<file path="src/rtl/asym_fifo.sv">
// Asymmetric-width synchronous FIFO: wide write/narrow read (MODE 0) or narrow write/wide read (MODE 1).
// Define ASYM_FIFO_ERR_EN to add sticky overflow/underflow outputs.
module asym_fifo #(
  parameter int ADDR_WIDTH = 3,
  parameter int DATA_WIDTH = 8,
  parameter int RATIO      = 2,
  parameter int MODE       = 0,
  parameter int AF_THRESH  = (1 << ADDR_WIDTH) - 2,
  localparam int WW = (MODE == 0) ? DATA_WIDTH * RATIO : DATA_WIDTH,
  localparam int RW = (MODE == 0) ? DATA_WIDTH : DATA_WIDTH * RATIO
) (
  input  logic                  clk,
  input  logic                  reset,
  input  logic                  wr,
  input  logic                  rd,
  input  logic [WW-1:0]         w_data,
  output logic [RW-1:0]         r_data,
  output logic                  full,
  output logic                  empty,
  output logic                  almost_full,
  output logic [ADDR_WIDTH:0]   count
`ifdef ASYM_FIFO_ERR_EN
  ,
  output logic                  overflow,
  output logic                  underflow
`endif
);

  localparam int DEPTH = 1 << ADDR_WIDTH;
  localparam int WIN   = (MODE == 0) ? RATIO : 1;
  localparam int WOUT  = (MODE == 0) ? 1 : RATIO;

  localparam logic [ADDR_WIDTH:0]   DEPTH_C = (ADDR_WIDTH + 1)'(DEPTH);
  localparam logic [ADDR_WIDTH:0]   WIN_C   = (ADDR_WIDTH + 1)'(WIN);
  localparam logic [ADDR_WIDTH:0]   WOUT_C  = (ADDR_WIDTH + 1)'(WOUT);
  localparam logic [ADDR_WIDTH:0]   AF_C    = (ADDR_WIDTH + 1)'(AF_THRESH);
  // Pointer steps truncate to the pointer width so RATIO == DEPTH steps wrap to the same slot.
  localparam logic [ADDR_WIDTH-1:0] WIN_P   = ADDR_WIDTH'(WIN);
  localparam logic [ADDR_WIDTH-1:0] WOUT_P  = ADDR_WIDTH'(WOUT);

  logic [DATA_WIDTH-1:0] mem [DEPTH];
  logic [ADDR_WIDTH-1:0] w_ptr;
  logic [ADDR_WIDTH-1:0] r_ptr;
  logic                  wr_ok;
  logic                  rd_ok;

  assign full        = (DEPTH_C - count) < WIN_C;
  assign empty       = count < WOUT_C;
  assign almost_full = count >= AF_C;
  assign wr_ok       = wr && !full;
  assign rd_ok       = rd && !empty;

  always_ff @(posedge clk) begin
    if (reset) begin
      w_ptr <= '0;
      r_ptr <= '0;
      count <= '0;
    end else begin
      if (wr_ok) w_ptr <= w_ptr + WIN_P;
      if (rd_ok) r_ptr <= r_ptr + WOUT_P;
      count <= count + (wr_ok ? WIN_C : '0) - (rd_ok ? WOUT_C : '0);
    end
  end

  // Lowest address always carries the least-significant slice of a wide word.
  generate
    if (MODE == 0) begin : g_wide_wr
      always_ff @(posedge clk) begin
        if (wr_ok && !reset) begin
          for (int k = 0; k < RATIO; k++) begin
            mem[w_ptr + ADDR_WIDTH'(k)] <= w_data[k*DATA_WIDTH +: DATA_WIDTH];
          end
        end
      end
      assign r_data = mem[r_ptr];
    end else begin : g_wide_rd
      always_ff @(posedge clk) begin
        if (wr_ok && !reset) begin
          mem[w_ptr] <= w_data;
        end
      end
      always_comb begin
        r_data = '0;
        for (int k = 0; k < RATIO; k++) begin
          r_data[k*DATA_WIDTH +: DATA_WIDTH] = mem[r_ptr + ADDR_WIDTH'(k)];
        end
      end
    end
  endgenerate

`ifdef ASYM_FIFO_ERR_EN
  always_ff @(posedge clk) begin
    if (reset) begin
      overflow  <= 1'b0;
      underflow <= 1'b0;
    end else begin
      if (wr && full)  overflow  <= 1'b1;
      if (rd && empty) underflow <= 1'b1;
    end
  end
`endif

endmodule

</file>
<file path="config.mk">
export PLATFORM = sky130hd
export DESIGN_NAME = asym_fifo
export DESIGN_NICKNAME = d
export VERILOG_FILES = /design/src/rtl/asym_fifo.sv
export SDC_FILE = /design/constraint.sdc
export NUM_CORES = 1
export LEC_CHECK = 0
export CAP_MARGIN = 15
export CORE_ASPECT_RATIO = 1.2
export CORE_MARGIN = 2
export CORE_UTILIZATION = 52
export CTS_BUF_LIST = sky130_fd_sc_hd__clkbuf_4
export CTS_CLUSTER_DIAMETER = 200
export CTS_CLUSTER_SIZE = 24
export DETAILED_ROUTE_END_ITERATION = 10
export MAX_ROUTING_LAYER = met4
export PLACE_DENSITY = 0.83
export SLEW_MARGIN = 15
export SYNTH_ARGS = -nofsm -noshare
export SYNTH_HDL_FRONTEND = slang
export SYNTH_SLANG_ARGS = --single-unit
</file>
<file path="constraint.sdc">
create_clock -name clk -period 2.6 [get_ports clk]
set_clock_uncertainty 0.2 [all_clocks]
set_input_delay 0.52 -clock clk [delete_from_list [all_inputs] [get_ports clk]]
set_output_delay 0.52 -clock clk [all_outputs]
set_load 0.03 [all_outputs]
</file>
==> results of run 1 <==
[worst reg2reg max path: stages (launching register included)]
cell     delay [ns]
dfxtp_4        0.38
inv_2          0.05
ha_4           0.24
or4_1          0.39
and3_4         0.16
inv_1          0.05
ha_1           0.21
inv_1          0.06
ha_1           0.19
fa_2           0.46
nor2b_1        0.14
[layout make-up]
class	count	area [sq um]
Sequential cell	76	2170
Tap cell	80	100
Inverter	11	43.8
Timing Repair Buffer	48	497
Clock buffer	9	67.6
Fill cell	387	1810
Multi-Input combinational cell	75	920
Clock inverter	6	88.8
[layout by cell type (no fill, tap or decap), types with 3 or more instances in the layout]
cell type / n
and3_1: 4
inv_1: 8
clkdlybuf4s50_1: 23
mux4_2: 16
dfxtp_4: 3
edfxtp_1: 64
nor2b_1: 3
ha_1: 12
mux2_4: 9
dfxtp_1: 8
buf_6: 9
clkbuf_4: 9
buf_4: 10
nor2_1: 8
[per-stage QoR]
stage | TNS, ns | hold slack [ns] | area, sq um | setup slack, ns
after global routing | -0.657 | 0.358 | 3890 | -0.110
after global placement | -0.0731 | 0.304 | 3650 | -0.0193
after detailed placement | -0.422 | 0.315 | 3650 | -0.0709
final | -0.0216 | 0.336 | 3890 | -0.0216
after CTS | -0.160 | 0.334 | 3850 | -0.0365
after floorplan | 0 | 0.281 | 3140 | 0.0567
[report_power, final]
group          total (mW)  leakage [nW]  internal [mW]  switching (mW)
Sequential           1.59         0.681           1.49          0.0978
Combinational        1.59         0.629          0.822           0.768
Clock               0.770        0.0784          0.386           0.383
Total                3.95          1.39           2.70            1.25
[layer usage]
layer  GRT usage, %  up-vias  part of all wire [%]
li1               -      753                     -
met5              -        -                     0
met2           31.9       37                    56
met1           19.0      774                    40
met4           6.33        0                  0.60
met3           5.35        4                   3.8
[path summary, 6_finish.rpt]
path / startpoint / endpoint / slack, ns / cells past startpoint
setup / recovery: count[0] / count[2] / -0.02 / 10
hold / removal: w_ptr[2] / w_ptr[2] / 0.34 / 2
setup reg to reg: count[0] / count[2] / -0.02 / 10
hold reg to reg: w_ptr[2] / w_ptr[2] / 0.34 / 2
[logic make-up after synthesis]
family	after synthesis
mux	27
buf+inv	17
simple gates	27
flops	76
xor+xnor	3
compound gates	4
fa+ha+maj	14
[sequential cells by signal, summed over array words and instances (netlist names), named ones only]
register and cells:
w_ptr 2, mem 64, count 4, r_ptr 3
[timing repair]
action,in CTS,in global routing
setup buffers,0,1
pin swaps,0,1
gates cloned,1,0
hold buffers,0,0
resized for setup,63,9
setup endpoints to repair,11,11
==> qor.csv, run 1 <==
metric;value;unit
status;complete, but fails checks;
violations;negative setup slack;
core.rowCount;30;
ir_drop;0.000678;V
synth_top_family_by_area;multiplexers;
synth-edff-count;64;
ant_nets;0;
synthMuxAreaShare;15.6;%
wl_per_cell;17.6;microns
clockBufferDepth;2;
synth-main-ff-cell;edfxtp_1;
synth_cell_type_count;31;
routed_wl;5.38;mm
setup_viol;1;
hp-class;flip-flop to flip-flop;
clk_latency;0.38;ns
synth_xor_area_share;0.843;%
io_buffers;34;
grtUsageTotal;18.1;%
io_pins;35;
cts_buffers;9;
die_y;88.8;microns
ys_top_cells_by_area;edfxtp_1 (62%), mux4_2 (12%), dfxtp_1 (7.7%);
worstPathCellList;inv_2 > ha_4 > or4_1 > and3_4 > inv_1 > ha_1 > inv_1 > ha_1 > fa_2 > nor2b_1;
netlist_area;3120;sq um
grt_pass1_vias;1629;
yosys.area.top_type;edfxtp_1;
antenna_found_initial;0;
ys_ff_latch;76;
slowest_stage;fa_2;
htree_levels;3;
syn-num-nets;202;
place_congestion;0.782;
fin_crit_sh;101;%
p_leak;1.39;nW
crit_type;flip-flop to flip-flop;
synth_fa_ha_area_share;5.86;%
die_x;74.7;microns
nets;255;
synth_warnings;0;
max_stage_delay;0.46;ns
initialDrtViolationCount;123;
endpoint_kind;flip-flop;
critPathLaunchType;flip-flop;
grt_pass1_wl;8.06;mm
tightest_slew;0.310;ns
slew_viol_final;0;
vias_per_cell;5.14;
power.total;3.95;mW
firstDrtPassIters;5;
clock-sinks;76;
cts_tree;yes;
synth_compound_area_share;0.843;%
drv_cap;0;
relSlewSlack;79.3;%
core;5710;sq um
setup_ws;-0.0216;ns
drive_gt1_share;32.9;%
start_util;54.6;%
synth_cells;168;
fin_crit;2.62;ns
utilization;68.2;%
dieArea;6630;sq um
clk_pin_slew_worst_paths;0.11;ns
placedCellCount;288;
cts_root_buf;clkbuf_4;
drt_drc_violations_left;0;
crit_arrival;2.70;ns
crit_required;2.68;ns
grt_start_max_net_pins;17;
yosys-top-cells-count;edfxtp_1 (64), mux4_2 (16), ha_1 (13);
rsz0062_at_grt;yes;
fmaxAchievable;0.381;GHz
synthSimpleGateAreaFrac;4.86;%
ys_seq_area_share;69.4;%
hpwl;3.45;mm
diodes;0;
grt_overflow_total;0;
area_growth;24.9;%
crit_buf_inv;3;
p_per_area;1020;nW/um^2
async_flop_share;0;%
vias;1568;
postSynthAreaPerCell;18.5;sq um
yosysMostFrequentCell;edfxtp_1;
yosysTopAreaCellShare;61.7;%
fin_cells;305;
finalHoldViolations;0;
crit_family;adder cells;
cp_max_fo;4;
No activity file was read; power rests on OpenSTA's default activity.
==> inputs of run 2 (changes only) <==
Settings changed: ABC_CLOCK_PERIOD_IN_PS set to 2600.
==> results of run 2 <==
Same layout as run 1: the final DEF is identical, and so are final timing and power.
==> inputs of run 3 (changes only) <==
Settings changed: REMOVE_ABC_BUFFERS set to 1.
==> run 3 against run 2 <==
Compared with the run above: the flow still finishes with violations (negative setup slack); via count is 5.4% higher; sequential share of layout area is 1.9 points lower; die area stayed put; maximum frequency up 0.80%; critical path depth shrank 6; clock power decreased by 7.9%; first-iteration DRC count fell by 27%; count of clock-buffer cells in the layout up 1; wire length up 2.0%; largest power group is now combinational logic.
==> qor.csv, run 3 (synthesis results as in run 1) <==
metric;value;unit
status;complete, but fails checks;
violations;negative setup slack;
grt_pass1_vias;1719;
p_clk_share;17.5;%
cp_max_fo;6;
intPower;2.74;mW
critPathLaunchType;flip-flop;
hold_end;w_ptr[2];
rsz0062_at_grt;yes;
setup_tns;-0.000686;ns
cts_root_buf;clkbuf_4;
final_cell_mix;edfxtp_1 (64), clkdlybuf4s50_1 (23), buf_4 (22), mux4_2 (16);
switchingPower;1.32;mW
antenna_found_initial;0;
crit_type;flip-flop to output port;
rrSetupSlack;0.05;ns
routed_wl;5.48;mm
htree_levels;3;
place_ws;-0.0637;ns
io_pins;35;
setup_viol;1;
vias_per_cell;5.19;
die_x;74.7;microns
r2r_start;count[1];
core;5710;sq um
dieArea;6630;sq um
nets;267;
cts_tree;yes;
relSlewSlack;79.0;%
fin_crit;2.60;ns
p_per_area;1010;nW/um^2
endpoint_kind;output port;
clk_latency;0.40;ns
clockBufferDepth;2;
diodes;0;
holdPathStages;2;
largest_register;mem;
p_sw_share;32.6;%
power.total;4.06;mW
initialDrtViolationCount;90;
seqPwrFrac;38.7;%
largest_reg_flops;64;
tightest_slew;0.314;ns
fin_crit_sh;100;%
hpwl;3.81;mm
drive_gt1_share;40.3;%
io_buffers;34;
timing.rr.end;count[2];
grt_pass1_wl;8.46;mm
clock-sinks;76;
combPwrFrac;43.8;%
p_leak;1.44;nW
core.rowCount;30;
clk_pin_slew_worst_paths;0.12;ns
hold-worst-slack;0.334;ns
ant_nets;0;
finalHoldViolations;0;
die_y;88.8;microns
reg_top3;mem: 64 flops, count: 4 flops, r_ptr: 3 flops;
crit_required;1.88;ns
ir_drop;0.000718;V
place_congestion;0.822;
grt_start_max_net_pins;15;
cts_buffers;9;
firstDrtPassIters;4;
ff2ff_path_depth;10;
slew_viol_final;0;
ctsHoldBuffers;0;
hold_start;w_ptr[2];
start_util;54.6;%
vias;1652;
crit_arrival;1.88;ns
setup_ws;-0.000686;ns
final_common_cell;edfxtp_1;
wl_per_cell;17.2;microns
drv_cap;0;
drt_drc_violations_left;0;
hp-class;flip-flop to flip-flop;
fmaxAchievable;0.385;GHz
grt_overflow_total;0;
grtUsageTotal;18.7;%
area_growth;28.8;%
[run 3: how the worst max path moves through the flow]
stage,cells past startpoint,end,start
final,4,r_data[4],flip-flop
after global routing,4,r_data[4],flip-flop
after CTS,4,r_data[3],flip-flop
after detailed placement,12,count[2],count[0]
after global placement,4,r_data[3],flip-flop
after floorplan,10,count[2],count[0]
[run 3: critical path: stages, from the launching register on]
cell       delay [ns]
dfxtp_4          0.40
clkbuf_16        0.16
mux4_2           0.50
mux2_4           0.28
buf_6            0.14
[run 3: area by class of cell]
type,count,area [sq um]
timing repair buffer,60,591
sequential,76,2170
clock inverter,6,63.8
fill,392,1690
inverter,11,43.8
tap,80,100
clock buffer,10,75.1
multi-input combinational,75,972
[run 3: power groups by stage]
stage | logic [mW] | clock network, mW | registers, mW
2_1_floorplan | 0.818 | 0 | 1.67
3_3_place_gp | 1.50 | 0 | 1.57
3_5_place_dp | 1.54 | 0 | 1.58
4_1_cts | 1.60 | 0.725 | 1.56
5_1_grt | 1.93 | 0.775 | 1.59
6_report | 1.78 | 0.709 | 1.57
[run 3: per-layer routing]
layer	vias to the layer above	global-route usage (%)	part of all wire (%)
met5	-	-	0
met4	0	7.31	1.3
met3	8	4.56	3.6
met2	37	31.1	54
met1	830	22.0	41
li1	777	-	-
[run 3: repair_timing]
| action | CTS | global route |
|---|---|---|
| pin swaps | 1 | 8 |
| setup buffers | 1 | 0 |
| gates resized for setup | 64 | 23 |
| gates cloned | 0 | 1 |
| setup endpoints to repair | 13 | 11 |
[run 3: per-stage QoR]
stage	instance area, sq um	std cells	utilization (%)
2_1_floorplan	3080	162	-
3_3_place_gp	3720	300	65.2
3_5_place_dp	3720	300	65.2
6_report	4010	318	70.4
5_1_grt	4010	318	70.4
4_1_cts	3890	317	68.2
